`config.mk`:
```
export PLATFORM = sky130hd
export DESIGN_NAME = addr_scan_ctrl
export DESIGN_NICKNAME = d
export VERILOG_FILES = /design/src/rtl/addr_scan_ctrl.sv
export SDC_FILE = /design/constraint.sdc
export NUM_CORES = 1
export LEC_CHECK = 0
export ABC_CLOCK_PERIOD_IN_PS = 3650
export BUFFER_PORTS_ARGS = -buffer_cell sky130_fd_sc_hd__buf_4
export CORE_MARGIN = 5
export CORE_UTILIZATION = 55
export CTS_CLUSTER_SIZE = 30
export DETAILED_ROUTE_END_ITERATION = 12
export PLACE_DENSITY = 0.8
export SLEW_MARGIN = 20
export SYNTH_ARGS = -nofsm -noshare
export SYNTH_HDL_FRONTEND = slang
export SYNTH_SLANG_ARGS = --single-unit
```
`constraint.sdc`:
```
create_clock -name clk -period 3.65 [get_ports clk]
set_input_delay 0.5475 -clock clk [delete_from_list [all_inputs] [get_ports clk]]
set_output_delay 0.5475 -clock clk [all_outputs]
set_load 0.01 [all_outputs]
```
`src/rtl/addr_scan_ctrl.sv`:
```
// Address sequencer that feeds the select input of a 4-to-16 decoder.
// Supports single, scan-up and scan-down sequences with per-address dwell, pause and abort.
module addr_scan_ctrl (
  input  logic       clk,
  input  logic       rst,
  input  logic       start,
  input  logic       abort,
  input  logic       pause,
  input  logic [1:0] mode,
  input  logic [3:0] start_addr,
  input  logic [3:0] end_addr,
  input  logic [3:0] dwell,
  output logic [3:0] addr,
  output logic       addr_valid,
  output logic       busy,
  output logic       done
);

  typedef enum logic [1:0] {
    IDLE = 2'd0,
    RUN  = 2'd1,
    DONE = 2'd2
  } state_e;

  localparam logic [1:0] MODE_SINGLE = 2'b00;
  localparam logic [1:0] MODE_DOWN   = 2'b10;

  state_e     state_q, state_d;
  logic [3:0] addr_q, addr_d;
  logic [3:0] dwell_cnt_q, dwell_cnt_d;
  logic [1:0] mode_q, mode_d;
  logic [3:0] end_q, end_d;
  logic [3:0] dwell_q, dwell_d;
  logic       valid_q, valid_d;
  logic       busy_q, busy_d;
  logic       done_q, done_d;

  logic [3:0] addr_step;

  // Any mode other than scan-down steps upward; single mode never steps
  // because its latched end equals its start.
  always_comb begin
    if (mode_q == MODE_DOWN) begin
      addr_step = addr_q - 4'd1;
    end else begin
      addr_step = addr_q + 4'd1;
    end
  end

  always_comb begin
    state_d     = state_q;
    addr_d      = addr_q;
    dwell_cnt_d = dwell_cnt_q;
    mode_d      = mode_q;
    end_d       = end_q;
    dwell_d     = dwell_q;
    valid_d     = 1'b0;
    busy_d      = 1'b0;
    done_d      = 1'b0;

    case (state_q)
      IDLE: begin
        if (start) begin
          mode_d      = mode;
          end_d       = (mode == MODE_SINGLE) ? start_addr : end_addr;
          dwell_d     = dwell;
          addr_d      = start_addr;
          dwell_cnt_d = dwell;
          state_d     = RUN;
          valid_d     = 1'b1;
          busy_d      = 1'b1;
        end
      end

      RUN: begin
        // Abort outranks pause and stepping; addr keeps its last value.
        if (abort) begin
          state_d = IDLE;
        end else if (pause) begin
          valid_d = 1'b1;
          busy_d  = 1'b1;
        end else if (dwell_cnt_q != 4'd0) begin
          dwell_cnt_d = dwell_cnt_q - 4'd1;
          valid_d     = 1'b1;
          busy_d      = 1'b1;
        end else if (addr_q != end_q) begin
          addr_d      = addr_step;
          dwell_cnt_d = dwell_q;
          valid_d     = 1'b1;
          busy_d      = 1'b1;
        end else begin
          state_d = DONE;
          done_d  = 1'b1;
        end
      end

      DONE: begin
        state_d = IDLE;
      end

      default: begin
        state_d = IDLE;
      end
    endcase
  end

  always_ff @(posedge clk or posedge rst) begin
    if (rst) begin
      state_q     <= IDLE;
      addr_q      <= 4'd0;
      dwell_cnt_q <= 4'd0;
      mode_q      <= 2'd0;
      end_q       <= 4'd0;
      dwell_q     <= 4'd0;
      valid_q     <= 1'b0;
      busy_q      <= 1'b0;
      done_q      <= 1'b0;
    end else begin
      state_q     <= state_d;
      addr_q      <= addr_d;
      dwell_cnt_q <= dwell_cnt_d;
      mode_q      <= mode_d;
      end_q       <= end_d;
      dwell_q     <= dwell_d;
      valid_q     <= valid_d;
      busy_q      <= busy_d;
      done_q      <= done_d;
    end
  end

  assign addr       = addr_q;
  assign addr_valid = valid_q;
  assign busy       = busy_q;
  assign done       = done_q;

endmodule

```
# After elaboration in Yosys (flattened, before gate mapping)
# Index checks and enable logic that the tools add are counted.
dict set report totals {
  out_inout_bits 7
  wordCells 62
  inputBits 19
  reg_bits 22
}
dict set report op_classes {
  n_mux 31
  n_eq_ne 12
  add_sub_neg 3
  n_reduce_logical 8
}
# cell count
set ops {}
lappend ops {{4-bit two-way mux} 12}
lappend ops {{4-bit one-hot mux with 2 select lines} 2}
lappend ops {{3-bit != test, second input constant} 4}
lappend ops {{1-bit two-way mux} 10}
lappend ops {{2-bit two-way mux} 5}
lappend ops {{2-bit != test, second input constant} 5}
lappend ops {{4-bit by 1-bit subtractor with 4-bit output, second input constant} 2}
lappend ops {{6-bit AND reduction} 1}
lappend ops {{5-bit AND reduction} 1}
lappend ops {{4-bit by 1-bit adder with 4-bit output, second input constant} 1}
lappend ops {{2-bit logical NOT} 2}
lappend ops {{4-bit != test} 1}
lappend ops {{2-bit one-hot mux with 2 select lines} 1}
lappend ops {{4-bit AND reduction} 1}
lappend ops {{4-bit nonzero test} 1}
lappend ops {{2-bit by 1-bit == test with 1-bit output, second input constant} 1}
lappend ops {{2-bit == test, second input constant} 1}
lappend ops {{1-bit one-hot mux with 2 select lines} 1}
lappend ops {{2-bit AND reduction} 1}
lappend ops {{2-bit nonzero test} 1}

# Longest topological paths before layout
dict set report depth {
  word_depth 7
  mapped_depth 8
  depth_no_buf 8
}

# Worst setup path after synthesis
# OpenSTA, ideal clock, no wires.
dict set report synth_path {
  path_kind {flip-flop to flip-flop}
  startpoint {register dwell_cnt_q[0]}
  endpoint {register dwell_cnt_q[0]}
  t_arrival_ns 1.782
  slack_ns 1.743
  setup_ns 0.125
  required_time_ns 3.525
  period_less_slack_ns 1.907
  path_stages_with_launch 7
  path_buffers 1
  path_cell_list {dfrtp_1 -> inv_1 -> ha_1 -> or3b_1 -> buf_6 -> o31ai_4 -> mux2_2}
}
dict set report synth_between {
  elab_chain_len 5
  word_cells_on_any_way 8
  classes_between {add/sub (1); eq/ne (1); mux (4); reduce/logical (2)}
}
# item line
set synth_lines {}
lappend synth_lines {{from (decl)} 30} ;# logic [3:0] dwell_cnt_q, dwell_cnt_d;
lappend synth_lines {{from (signal assigned)} 121} ;# dwell_cnt_q <= dwell_cnt_d;
lappend synth_lines {{4-bit by 1-bit subtractor with 4-bit output / 4-bit nonzero test (equally long branches)} {83, 82}}
lappend synth_lines {{4-bit two-way mux} 82} ;# end else if (dwell_cnt_q != 4'd0) begin
lappend synth_lines {{4-bit two-way mux} 79} ;# end else if (pause) begin
lappend synth_lines {{4-bit two-way mux} 77} ;# if (abort) begin
lappend synth_lines {{4-bit one-hot mux with 2 select lines} 61} ;# case (state_q)
# Parallel ways exist; a longest one is shown, timed or not. The select of a mux whose other input is x is not followed.
# A chain may end at the register's enable or synchronous reset.

# Final worst setup path
dict set report layout_path {
  startpoint {register dwell_cnt_q[0]}
  endpoint {register dwell_cnt_q[3]}
}
# The elaborated chain is that of the path after synthesis.

==> results by group <==
Synth
  • Cell Area, Synth: 1260 sq um
  • Most frequent cell after synthesis: nand2_1
  • Syn. warnings: 0
  • Top post-synthesis cells by count: 25 x nand2_1, 22 x dfrtp_1, 12 x o21ai_0
  • Top-area cell type share of the netlist area: 43.6%
  • Gate Count Post-Synth: 131
  • Unique masters post-synth: 35
  • Yosys reg bits: 22
  • Yosys top cell by area: dfrtp_1
  • Most used flip-flop cell after synthesis: dfrtp_1
  • Number of flops mapped to enable cells by yosys: 0
  • Ys async rst share: 100%
  • Mean post-synth cell area: 9.65 sq um
  • Leading post-synthesis cells by cell area: dfrtp_1 44%, nand2_1 7.4%, o21ai_0 4.8%, a21oi_1 3.6%, xnor2_1 3.5%
  • Net count after synthesis: 154
  • Post-synthesis sequential area ratio: 43.6%

Pwr
  • Pwr/cell area: 641 nW/um^2
  • Maximum vdd drop: 0.434 mV
  • Leakage power total: approximately 0.69 nW

Layout
  • Syn-to-layout area delta: 16.0%
  • Finished Layout Cells: 181
  • Final Net Count: between 150 and 200
  • Fillers: 195
  • Diode count: 0
  • Util after Layout: 66.3%
  • Layout cells sized above 1: 23.5%

STA
  • Unrepaired setup endpoints after global routing: false
  • Slew @ Worst Pin: 0.825 ns
  • Rel. slew slack: 45.0%
  • Setup Viol. Count Final: 0
  • Fin crit share: between 50 and 60%
  • Crit path time final: approximately 2.1 ns
  • Fmax: 0.477 GHz
  • Worst setup margin: 1.55 ns
  • Fin. Hold Viols: 0
  • Max Slew Vio Count: 0
  • Min Hold Slack: 0.395 ns
  • Clock Skew: about 0.0071 ns
  • Setup TNS: 0 ns

Floorplan
  • Chip Height: between 50 and 60 um
  • Die X: between 50 and 60 um
  • Starting Density: 57.1%
  • Die area: 3360 sq um
  • Io pins: 26
  • Rows: 17
  • Core area: 2210 sq um

Global route
  • GRT Total Usage: 17.6%
  • Total grt overflow: 0
  • Initial antenna violation count: 0
  • Largest net degree at the start of global routing: 23
  • First-pass GRT wire length: 4560 um
  • Vias in the first global route: 1036

Drt
  • Router iterations before antenna repair: 4
  • ANT nets after route: 0
  • DRC: 0
  • Routed len/inst: 15.0 um
  • Initial DRC count: 19
  • Via density: 5.67
  • Routed via count: 1026
  • Final WL: around 2700 um

Critical path
  • Critical Path Sink Type: flip-flop
  • Register-to-Register Setup Slack: 1.55 ns
  • Critical path arrival: 2.29 ns
  • Worst path required time: 3.85 ns
  • Worst-path fanout max: 7
  • CP Class: flip-flop to flip-flop
  • Worst setup SP type: flip-flop

CTS
  • H-tree depth: 1
  • CTS tree: done
  • Clock transition at path regs: approximately 0.12 ns
  • Clk Tree Root Cell: clkbuf_4
  • Postcts setup bufs: 0
  • Clock Latency Late Sink: approximately 0.30 ns
  • Clock sinks: 22
  • TritonCTS buffer count: 3
  • Longest Clk Path Bufs: 2
  • CTS Hold Bufs: 0
  • Resize count post-CTS: 0

Worst hold path
  • Worst min path class: input port to async pin

Place
  • Pre-CTS WS: 1.59 ns
  • Final HPWL DP: around 2100 um
  • Cells after DPL: approximately 180
  • GPL Wtd Cong: 0.844
  • I/O Buffers: 25

Run
  • Max-cap viol count: 0

Run status
  • Status: completed
-- cell usage in the layout (no fill, tap or decap), types with 2 or more instances in the layout --
cell type	count
mux2i_1	4
clkbuf_4	3
o31ai_1	3
nor2_1	8
buf_4	25
nor4_1	2
a22o_1	2
dfrtp_1	22
a21oi_1	9
nand2_1	25
or3b_1	2
a211oi_1	2
nand2b_1	3
mux2_2	2
ha_1	3
xnor2_1	5
inv_1	7
o21ai_0	12
-- logic make-up after synthesis --
logic type | synth area share (%)
and+or+nand+nor | 16.3
muxes | 4.95
AOI/OAI and AO/OA | 21.0
adders and majority gates | 4.55
DFF | 43.6
buffers and inverters | 5.45
xor gates and xnor gates | 4.16
-- final timing paths --
path | startpoint | to | depth (start not counted)
max | dwell_cnt_q[0]$_DFFE_PP0P_ | dwell_cnt_q[3]$_DFFE_PP0P_ | 5
max in group asynchronous | rst | addr[1]$_DFFE_PP0P_ | 2
min | rst | addr[3]$_DFFE_PP0P_ | 2
min in group clk | pause | state_q[1]$_DFFE_PP0P_ | 2
min reg2reg | mode_q[0]$_DFFE_PP0P_ | mode_q[0]$_DFFE_PP0P_ | 2
max reg2reg | dwell_cnt_q[0]$_DFFE_PP0P_ | dwell_cnt_q[3]$_DFFE_PP0P_ | 5
-- sequential cells by signal, indices dropped and copies added, names as in the netlist --
| name | cells |
|---|---|
| addr | 4 |
| busy | 1 |
| done | 1 |
| dwell_cnt_q | 4 |
| dwell_q | 4 |
| end_q | 4 |
| mode_q | 2 |
| state_q | 2 |
-- per-stage QoR --
stage / total power, W / cell area, sq um
6_report: 0.000940 / 1470
5_1_grt: 0.00102 / 1470
4_1_cts: 0.000943 / 1470
3_5_place_dp: 0.000832 / 1440
3_3_place_gp: 0.000807 / 1440
2_1_floorplan: 0.000711 / 1260
-- critical path, stage by stage, from the launching register on --
cell and delay [ns]:
dfrtp_1 0.44, inv_1 0.07, ha_1 0.21, or3b_1 0.50, o31ai_4 0.39, mux2_2 0.38
-- per-layer routing --
layer / GRT usage (%) / vias to the layer above / routed length, um
li1: - / 502 / -
met1: 20.6 / 494 / 1110
met2: 30.6 / 26 / 1440
met3: 4.68 / 4 / 123
met4: 6.29 / 0 / 42
met5: 0 / - / 0
-- area by class of cell --
type                    count  area (sq um)  share of cell area (%)
repair buffers             25           188                    12.8
inverters                   7          26.3                    1.79
well taps                  28          35.0                    2.39
flip-flops and latches     22           551                    37.5
multi-input cells          96           644                    43.9
clock buffers               3          22.5                    1.54
-- report_power, final --
part           leakage [nW]  internal [W]  switching (W)
clock network        0.0138     0.0000385      0.0000717
registers             0.271      0.000317      0.0000790
logic                 0.406      0.000202       0.000231
Power figures use the tool's default switching activity.
